### config.mk
export PLATFORM = sky130hd
export DESIGN_NAME = mp_pf_icache_prefetch_seq
export DESIGN_NICKNAME = d
export VERILOG_FILES = /design/src/rtl/mp_pf_icache_prefetch_seq.sv
export SDC_FILE = /design/constraint.sdc
export NUM_CORES = 1
export LEC_CHECK = 0
export ABC_CLOCK_PERIOD_IN_PS = 3900
export CAP_MARGIN = 10
export CORE_ASPECT_RATIO = 0.7
export CORE_MARGIN = 8
export CORE_UTILIZATION = 35
export DETAILED_ROUTE_END_ITERATION = 10
export GPL_ROUTABILITY_DRIVEN = 1
export GPL_TIMING_DRIVEN = 1
export HOLD_SLACK_MARGIN = 0.08
export PLACE_DENSITY = 0.72
export REMOVE_ABC_BUFFERS = 1
export SYNTH_ARGS = -nofsm -noshare
export SYNTH_HDL_FRONTEND = slang
export SYNTH_SLANG_ARGS = --single-unit
### constraint.sdc
create_clock -name clk_i -period 3.9 [get_ports clk_i]
set_input_delay 1.17 -clock clk_i [delete_from_list [all_inputs] [get_ports clk_i]]
set_output_delay 1.17 -clock clk_i [all_outputs]
set_load 0.05 [all_outputs]
### src/rtl/mp_pf_icache_prefetch_seq.sv
// Prefetch sequencer: expands a line-count prefetch command into line-aligned
// refill requests, bounds outstanding refills and reports ack/done.
module mp_pf_icache_prefetch_seq #(
  parameter int unsigned LINE_BYTES = 16,
  parameter int unsigned MAX_OUT    = 2
) (
  input  logic        clk_i,
  input  logic        rst_ni,
  input  logic        pf_req_i,
  input  logic [31:0] pf_addr_i,
  input  logic [7:0]  pf_size_i,
  output logic        pf_ack_o,
  output logic        pf_done_o,
  input  logic        flush_i,
  output logic        fetch_req_o,
  output logic [31:0] fetch_addr_o,
  input  logic        fetch_gnt_i,
  input  logic        fetch_rvalid_i,
  output logic        busy_o
);

  localparam int unsigned OW = $clog2(MAX_OUT + 1);
  localparam logic [OW-1:0] MAX_OUT_C = OW'(MAX_OUT);
  localparam logic [OW-1:0] ONE_C     = OW'(1);
  localparam logic [31:0]   LINE_INC  = 32'(LINE_BYTES);
  localparam logic [31:0]   LINE_MASK = ~(LINE_INC - 32'd1);

  typedef enum logic [1:0] {
    IDLE  = 2'd0,
    ISSUE = 2'd1,
    DRAIN = 2'd2,
    DONE  = 2'd3
  } state_e;

  state_e         state_q, state_d;
  logic [31:0]    cur_addr_q;
  logic [7:0]     lines_left_q;
  logic [OW-1:0]  outstanding_q;
  logic           abort_q;
  logic           pending_q;
  logic           ack_q;
  logic           fetch_req;
  logic           grant;
  logic           rvalid_eff;

  // A request raised but not granted stays up regardless of abort or the
  // outstanding limit, so the master never sees a dropped request.
  always_comb begin
    state_d    = state_q;
    fetch_req  = 1'b0;
    case (state_q)
      IDLE: begin
        if (pf_req_i) state_d = (pf_size_i == 8'd0) ? DONE : ISSUE;
      end
      ISSUE: begin
        fetch_req = pending_q || (!abort_q && (outstanding_q < MAX_OUT_C));
        if (fetch_req && fetch_gnt_i && (lines_left_q == 8'd1)) begin
          state_d = DRAIN;
        end else if (abort_q && (!fetch_req || fetch_gnt_i)) begin
          state_d = DRAIN;
        end
      end
      DRAIN: begin
        if ((outstanding_q == '0) ||
            ((outstanding_q == ONE_C) && fetch_rvalid_i)) begin
          state_d = DONE;
        end
      end
      DONE:    state_d = IDLE;
      default: state_d = IDLE;
    endcase
    grant      = fetch_req && fetch_gnt_i;
    rvalid_eff = fetch_rvalid_i && (outstanding_q != '0);
  end

  always_ff @(posedge clk_i) begin
    if (!rst_ni) begin
      state_q       <= IDLE;
      cur_addr_q    <= '0;
      lines_left_q  <= '0;
      outstanding_q <= '0;
      abort_q       <= 1'b0;
      pending_q     <= 1'b0;
      ack_q         <= 1'b0;
    end else begin
      state_q   <= state_d;
      ack_q     <= (state_q == IDLE) && pf_req_i;
      pending_q <= fetch_req && !fetch_gnt_i;

      if ((state_q == IDLE) && pf_req_i) begin
        cur_addr_q   <= pf_addr_i & LINE_MASK;
        lines_left_q <= pf_size_i;
        abort_q      <= 1'b0;
      end else if (grant) begin
        cur_addr_q   <= cur_addr_q + LINE_INC;
        lines_left_q <= lines_left_q - 8'd1;
      end

      if ((state_q == ISSUE) && flush_i) abort_q <= 1'b1;

      // Grant and return in the same cycle cancel; a stray return at zero is dropped.
      if (grant && !rvalid_eff)      outstanding_q <= outstanding_q + ONE_C;
      else if (!grant && rvalid_eff) outstanding_q <= outstanding_q - ONE_C;
    end
  end

  assign fetch_req_o  = fetch_req;
  assign fetch_addr_o = fetch_req ? cur_addr_q : '0;
  assign pf_ack_o     = ack_q;
  assign pf_done_o    = (state_q == DONE);
  assign busy_o       = (state_q != IDLE);

endmodule
=== Word-level counts from Yosys, hierarchy flattened ===
Cells that the tools add are included.

* Logic and storage cells: 68
* Output and inout port bits: 36
* Flip-flop bits (word level): 47
* Bits of input ports: 46

* Multiplexer cells: 16
* Add/sub/neg operators: 4
* Reductions and logical operators: 30
* Equality and inequality tests: 8
* Order comparisons: 1
* Bitwise operators: 1

{| class="wikitable"
|+ Operators by type and width
! kind !! count
|-
| 32-bit 2-to-1 mux || 3
|-
| 32-bit by 5-bit adder with 32-bit output, second input constant || 1
|-
| 8-bit 2-to-1 mux || 2
|-
| 2-bit 2-to-1 mux || 7
|-
| 1-bit logical AND || 12
|-
| 2-bit nonzero test || 5
|-
| 8-bit by 1-bit == test with 1-bit output, second input constant || 1
|-
| 8-bit logical NOT || 1
|-
| 2-bit case mux with 4 select lines || 1
|-
| 8-bit by 1-bit subtractor with 8-bit output, second input constant || 1
|-
| 1-bit logical NOT || 5
|-
| 2-bit by 1-bit == test with 1-bit output, second input constant || 2
|-
| 2-bit == test, second input constant || 2
|-
| 2-bit logical NOT || 2
|-
| 2-bit inequality test, second input constant || 2
|-
| 1-bit logical OR || 3
|-
| 1-bit 2-to-1 mux || 3
|-
| 3-bit inequality test, second input constant || 1
|-
| 3-bit AND reduction || 1
|-
| 2-bit by 1-bit adder with 2-bit output, second input constant || 1
|-
| 2-bit less-than comparator, second input constant || 1
|-
| 2-bit OR reduction || 1
|-
| 2-bit by 1-bit subtractor with 2-bit output, second input constant || 1
|-
| 1-bit inverter || 1
|}

=== Depth between registers and ports, before layout ===
Gate-level depths: netlist (run 1).

* Word-level depth: 9
* Mapped depth: 10

=== Worst setup path before layout (run 1) ===
No wires, ideal clock.

* Path type: reg-to-output
* Start: register abort_q
* End: output port fetch_addr_o[12]
* Setup slack: 1037 ps
* Arrival time: 1693 ps
* Stages on the path, launching flop included: 5
* Cells stage by stage: dfxtp_1 -> o21bai_1 -> clkbuf_1 -> nand2_1 -> nor2_1

* Word-level cells in the longest chain between the ends: 5

{| class="wikitable"
|+ Ends and longest elaborated chain
! what !! line !! text
|-
| start, declared || 39 || <nowiki>logic abort_q;</nowiki>
|-
| start signal, assigned || 82 || <nowiki>abort_q <= 1'b0;</nowiki>
|-
| start signal, assigned || 93 || <nowiki>abort_q <= 1'b0;</nowiki>
|-
| start signal, assigned || 99 || <nowiki>if ((state_q == ISSUE) && flush_i) abort_q <= 1'b1;</nowiki>
|-
| 1-bit logical NOT || 56 || <nowiki>fetch_req = pending_q || (!abort_q && (outstanding_q < MAX_OUT_C));</nowiki>
|-
| 1-bit logical AND || 56 ||
|-
| 1-bit logical OR || 56 ||
|-
| 1-bit 2-to-1 mux || 51 || <nowiki>case (state_q)</nowiki>
|-
| 32-bit 2-to-1 mux || 108 || <nowiki>assign fetch_addr_o = fetch_req ? cur_addr_q : '0;</nowiki>
|-
| end, declared || 16 || <nowiki>output logic [31:0] fetch_addr_o,</nowiki>
|}

No other way between the ends.

=== Worst setup path after layout (run 1) ===
* Start: register state_q[1]
* End: output port fetch_req_o

* Word-level cells in the longest chain between the ends: 2

{| class="wikitable"
|+ Ends and longest elaborated chain
! what !! line !! text
|-
| start, declared || 35 || <nowiki>state_e state_q, state_d;</nowiki>
|-
| start signal, assigned || 86 || <nowiki>state_q <= state_d;</nowiki>
|-
| 2-bit by 1-bit == test with 1-bit output || 51 ||
|-
| 1-bit 2-to-1 mux || 51 ||
|-
| end, declared || 15 || <nowiki>output logic fetch_req_o,</nowiki>
|}

No other way between the ends.

==> results of run 1 <==
==> sequential cells by signal, summed over array words and instances (netlist names) <==
name and cells:
lines_left_q 8, pending_q 1, pf_ack_o 1, cur_addr_q 28, state_q 2, outstanding_q 2
abort_q 1
==> synth_stat cells, types with 10 or more instances <==
cell type	count
ha_1	11
xor2_1	10
inv_1	12
or4_1	12
nor3_1	13
nand4_1	15
and3_1	32
a31oi_1	10
dfxtp_1	43
and4_1	10
nand3_1	12
a21oi_1	13
clkbuf_1	20
nor2_1	21
o21ai_0	29
nand2_1	19
==> final timing paths <==
path | endpoint | cells after the start | slack [ns]
max | fetch_req_o | 6 | 0.40
min | state_q[1]$_SDFFE_PN0P_ | 2 | 0.52
max reg2reg | cur_addr_q[15]$_SDFFE_PN0P_ | 7 | 1.55
min reg2reg | state_q[1]$_SDFFE_PN0P_ | 2 | 0.52
==> worst max-delay path, cell delays in order, from the launching register on <==
cell	delay [ns]
dfxtp_1	0.34
inv_1	0.11
ha_1	0.15
buf_4	0.29
nand2_1	0.25
inv_1	0.09
clkdlybuf4s50_1	0.80
==> cell type report <==
| type | count | area (um2) | share of cell area, % |
|---|---|---|---|
| Clock buffer | 6 | 129 | 3.37 |
| Inverter | 12 | 45.0 | 1.18 |
| Tap cell | 101 | 126 | 3.31 |
| Sequential cell | 43 | 861 | 22.5 |
| Multi-Input combinational cell | 283 | 1820 | 47.6 |
| Timing Repair Buffer | 79 | 783 | 20.5 |
| Clock inverter | 2 | 60.1 | 1.57 |
==> cells by family after synthesis <==
logic type               share of synthesized area [%]
multiplexers                                     0.353
other                                            0.132
AND/OR/NAND/NOR                                   33.2
buffers and inverters                             6.09
AO/OA/AOI/OAI                                     20.4
flip-flops                                        30.4
adder cells (fa/ha/maj)                           4.86
XOR/XNOR                                          4.64
==> power breakdown <==
part	internal, mW	leakage (nW)	switching, mW
sequential	0.560	0.355	0.146
clock	0.368	0.0911	0.178
combinational	0.411	0.983	0.669
total	1.34	1.43	0.994
==> per-layer routing <==
metal	vias up	wire, um
met1	1424	3990
met4	0	57
met5	-	0
li1	1489	-
met2	112	3840
met3	6	836
==> per-stage QoR <==
stage / setup slack (ns) / util, % / instances / total power, mW
finish: 0.400 / 48.6 / 526 / 2.33
global route: 0.250 / 48.6 / 526 / 2.48
CTS: 0.359 / 48.6 / 526 / 2.34
detailed placement: 0.656 / 46.2 / 518 / 1.79
global placement: 0.673 / 46.2 / 518 / 1.76
floorplan: 0.219 / - / 338 / 1.40
==> metrics.cfg, run 1 <==
[critical_path]
worstReg2RegStart=state_q[1]$_SDFFE_PN0P_
path_class=flip-flop to output pin
worst_ep_required_time_ns=2.73
cp_max_fo=36
cp-end-kind=output pin
crit_start=state_q[1]$_SDFFE_PN0P_
startpoint_type=flip-flop
arrival_ns=2.33

[global_routing]
globalRouteOverflowTotal=0
grt.total_usage_pct=15.2
grt_max_degree=43
grt.busiest_layer=met2
use_met3_pct=4.02
gr-usage-met2_pct=22.7
grt_pass1_vias=2797
grtUsageMet1_pct=20.7
antenna_found_initial=0
grt_pass1_wl_um=14000

[detailed_routing]
routedWlPerCell_um=16.6
viasPerCell=5.76
drcViolationCount=0
drtIter0Drc=206
ant_nets=0
vias=3031
drt-total-wl_um=8720
firstDrtPassIters=5

[die]
coreArea_mm2=0.00787
start_util_pct=36.0
die_w_um=124
ios=82
dieArea_mm2=0.0113
rows=27
die_height_um=91.3

[final_layout]
area_delta_synth_final_pct=34.9
finalNetCount=481
antennaDiodeCount=0
drive_gt1_share_pct=4.47
num-fill-cells=803
layout_common_cells=clkdlybuf4s50_1, dfxtp_1, and3_1
design_area_mm2=0.00382
final_common_cell=clkdlybuf4s50_1

[synth]
yosys-top-cells-area=dfxtp_1, and3_1, o21ai_0
synth_edf_count=0
ys_seq_area_share_pct=30.4
ys_warn_count=0
avgSynthCellArea_um2=7.79
syn_inst=364
ys_types=48
netlist_area_mm2=0.00283
ys_seq_elements=43
synth_top_area_share_pct=30.4
synth-main-ff-cell=dfxtp_1
async_flop_share_pct=0
synth.largest_area_cell=dfxtp_1

[sta]
setup-violations-final=0
worst_slew_pin_slew_ns=0.741
slew_headroom_pct=50.4
whs_ns=0.521
finClkSkew_ns=0.00952
max_clock_freq_ghz=0.286
tns_ns=0
fin_crit_ns=3.50
rsz0062_at_grt=false
slew_violations=0
post-route-period-util_pct=89.7
hold_viol=0

[cts]
cts.sinks=43
h-tree-depth=2
cts_inserted_buffers=5
cts_tree=yes
clockBufferDepth=2
cts_setup_buffers=0
holdBufCountCts=0
path_clk_slew_ns=0.06
ctsRootBufferMaster=clkbuf_16
clock_latency_ns=0.29
cts_resized=0

[power_and_ir_drop]
power.leakage_nw=1.43
power_density_mw_per_mm2=610
vdd_drop_max_uv=455

[job]
maxCapViolCount=0

[place]
dpl.hpwl_um=6410
gp_congestion=0.852
placed_area_mm2=0.00363
io_buffers=73

[hold_path]
hold_path.class=flip-flop to flip-flop
min-delay-start=state_q[1]$_SDFFE_PN0P_

[outcome]
outcome=finished clean

Note: power is estimated with default switching activity, not from simulation.
==> run 2: changes to the inputs <==
- HOLD_SLACK_MARGIN: 0.08 -> unset
==> results of run 2 <==
Same layout as run 1: the final DEF is identical, and so are final timing and power.
==> run 3: changes to the inputs <==
- PLACE_DENSITY: 0.72 -> 0.69
- SETUP_SLACK_MARGIN: unset -> 0.2
==> metrics.cfg, run 3 (synthesis gave the netlist of run 1 again) <==
[outcome]
outcome=finished clean

[power_and_ir_drop]
switchingPower_mw=1.01  ; +1.4%
vdd_drop_max_uv=305  ; -33%
switching_share_pct=45.0  ; +2.4 points
clockPowerShare_pct=20.4  ; -3.0 points
power_frac_seq_pct=31.7  ; +1.4 points
power_density_mw_per_mm2=591  ; -3.1%
comb_power_share_pct=47.9  ; +1.6 points
intPower_mw=1.23  ; -7.9%
power.leakage_nw=1.41  ; -1.1%

[sta]
post-route-period-util_pct=90.6  ; +0.88 points
worst_slew_pin_slew_ns=0.652  ; -0.0891 ns
setup-violations-final=0  ; unchanged
slew_violations=0  ; unchanged
hold_viol=0  ; unchanged
slew_headroom_pct=56.4  ; +6.0 points
fin_crit_ns=3.53  ; +0.0343 ns
tns_ns=0  ; unchanged
finClkSkew_ns=0.00922  ; -0.000299 ns
max_clock_freq_ghz=0.283  ; -0.97%
rsz0062_at_grt=false

[detailed_routing]
firstDrtPassIters=4  ; -1
drt-total-wl_um=8960  ; +2.8%
routedWlPerCell_um=17.0  ; +2.6%
viasPerCell=5.60  ; -2.9%
vias=2950  ; -2.7%
ant_nets=0  ; unchanged
drtIter0Drc=230  ; +12%
drcViolationCount=0  ; unchanged

[cts]
h-tree-depth=2  ; unchanged
cts.sinks=43  ; unchanged
clockBufferDepth=2  ; unchanged
holdBufCountCts=0  ; unchanged
clock_latency_ns=0.29  ; about the same
cts_setup_buffers=0  ; unchanged
cts_inserted_buffers=5  ; unchanged
ctsRootBufferMaster=clkbuf_16
path_clk_slew_ns=0.06  ; about the same
cts_tree=yes
cts_resized=0  ; unchanged

[die]
ios=82  ; unchanged
rows=27  ; unchanged
start_util_pct=36.0  ; unchanged
die_w_um=124  ; unchanged
dieArea_mm2=0.0113  ; unchanged
die_height_um=91.3  ; unchanged
coreArea_mm2=0.00787  ; unchanged

[global_routing]
grt_max_degree=39  ; -9.3%
antenna_found_initial=0  ; unchanged
grt.total_usage_pct=15.7  ; +0.57 points
globalRouteOverflowTotal=0  ; unchanged
grt_pass1_vias=2859  ; +2.2%
grt_pass1_wl_um=14400  ; +3.1%

[critical_path]
crit_start=state_q[1]$_SDFFE_PN0P_
worst_ep_required_time_ns=2.73  ; about the same
cp-end-kind=output pin
arrival_ns=2.36  ; +0.03 ns
path_class=flip-flop to output pin
startpoint_type=flip-flop
r2r_setup_slack_ns=1.51  ; -0.04 ns
crit_end=fetch_req_o
reg2regPathDepth=7  ; unchanged
worstReg2RegStart=state_q[1]$_SDFFE_PN0P_
cp_max_fo=36  ; unchanged
r2r_end=cur_addr_q[15]$_SDFFE_PN0P_

[place]
placedCellCount=519  ; +0.19%
io_buffers=73  ; unchanged
dpl.hpwl_um=6390  ; -0.27%
gp_congestion=0.802  ; -5.9%

[final_layout]
finalNetCount=482  ; +0.21%
largestRegisters=cur_addr_q: 28 flops, lines_left_q: 8 flops
layout.cells.non_filler=527  ; +0.19%
layout_common_cells=clkdlybuf4s50_1, dfxtp_1, and3_1
final_common_cell=clkdlybuf4s50_1
area_delta_synth_final_pct=33.7
largest-register=cur_addr_q
largest_reg_flops=28  ; unchanged
drive_gt1_share_pct=4.93  ; +0.46 points
antennaDiodeCount=0  ; unchanged

[job]
maxCapViolCount=0  ; unchanged

[hold_path]
hold_path.class=flip-flop to flip-flop

-- run 3: changes by cell type in the layout (fill, tap and decap cells not counted) --
cell | previous run | this run
clkbuf_8 | 0 | 2
clkbuf_1 | 1 | 0
buf_4 | 7 | 9
clkinvlp_4 | 0 | 1
buf_12 | 1 | 0
bufinv_16 | 2 | 0
-- run 3: worst min-delay path by stage --
stage                             from                      end  slack (ns)  cells past startpoint
2_1_floorplan  state_q[1]$_SDFFE_PN0P_  state_q[1]$_SDFFE_PN0P_        0.47                      2
3_3_place_gp   state_q[1]$_SDFFE_PN0P_  state_q[1]$_SDFFE_PN0P_        0.48                      2
3_5_place_dp   state_q[1]$_SDFFE_PN0P_  state_q[1]$_SDFFE_PN0P_        0.50                      2
4_1_cts        state_q[1]$_SDFFE_PN0P_  state_q[1]$_SDFFE_PN0P_        0.51                      2
5_1_grt        state_q[1]$_SDFFE_PN0P_  state_q[1]$_SDFFE_PN0P_        0.55                      2
6_report       state_q[1]$_SDFFE_PN0P_  state_q[1]$_SDFFE_PN0P_        0.50                      2
-- run 3: worst max-delay path: stages (launching register included) --
cell             delay [ns]
dfxtp_1                0.34
inv_1                  0.11
ha_1                   0.15
buf_4                  0.31
nand2_1                0.27
inv_1                  0.10
clkdlybuf4s50_1        0.80
-- run 3: power groups by stage --
| stage | clock [mW] | combinational [mW] | sequential, mW |
|---|---|---|---|
| after detailed placement | 0 | 1.07 | 0.713 |
| after floorplan | 0 | 0.720 | 0.675 |
| after CTS | 0.463 | 1.07 | 0.705 |
| final | 0.458 | 1.07 | 0.710 |
| after global routing | 0.485 | 1.17 | 0.730 |
| after global placement | 0 | 1.05 | 0.703 |
-- run 3: layer usage --
metal	global-route usage [%]	wire length, um
met3	3.96	748
met4	4.80	83
met5	0	0
met1	22.1	4260
met2	22.9	3870
-- run 3: area by class of cell --
| cell class | count | area [um2] |
|---|---|---|
| clock buffers | 7 | 153 |
| clock inverters | 1 | 7.51 |
| fillers | 790 | 4080 |
| inverters | 12 | 45.0 |
| multi-input cells | 283 | 1820 |
| flip-flops and latches | 43 | 861 |
| well taps | 101 | 126 |
| repair buffers | 80 | 778 |
-- run 3: metrics by stage --
stage / hold slack (ns) / power, mW / util [%] / cell area (um2) / worst slack [ns]
2_1_floorplan: 0.468 / 1.40 / - / 2720 / 0.219
3_3_place_gp: 0.484 / 1.75 / 46.1 / 3630 / 0.693
3_5_place_dp: 0.500 / 1.78 / 46.1 / 3630 / 0.648
4_1_cts: 0.509 / 2.24 / 48.1 / 3790 / 0.354
5_1_grt: 0.546 / 2.39 / 48.1 / 3790 / 0.207
6_report: 0.504 / 2.24 / 48.1 / 3790 / 0.366
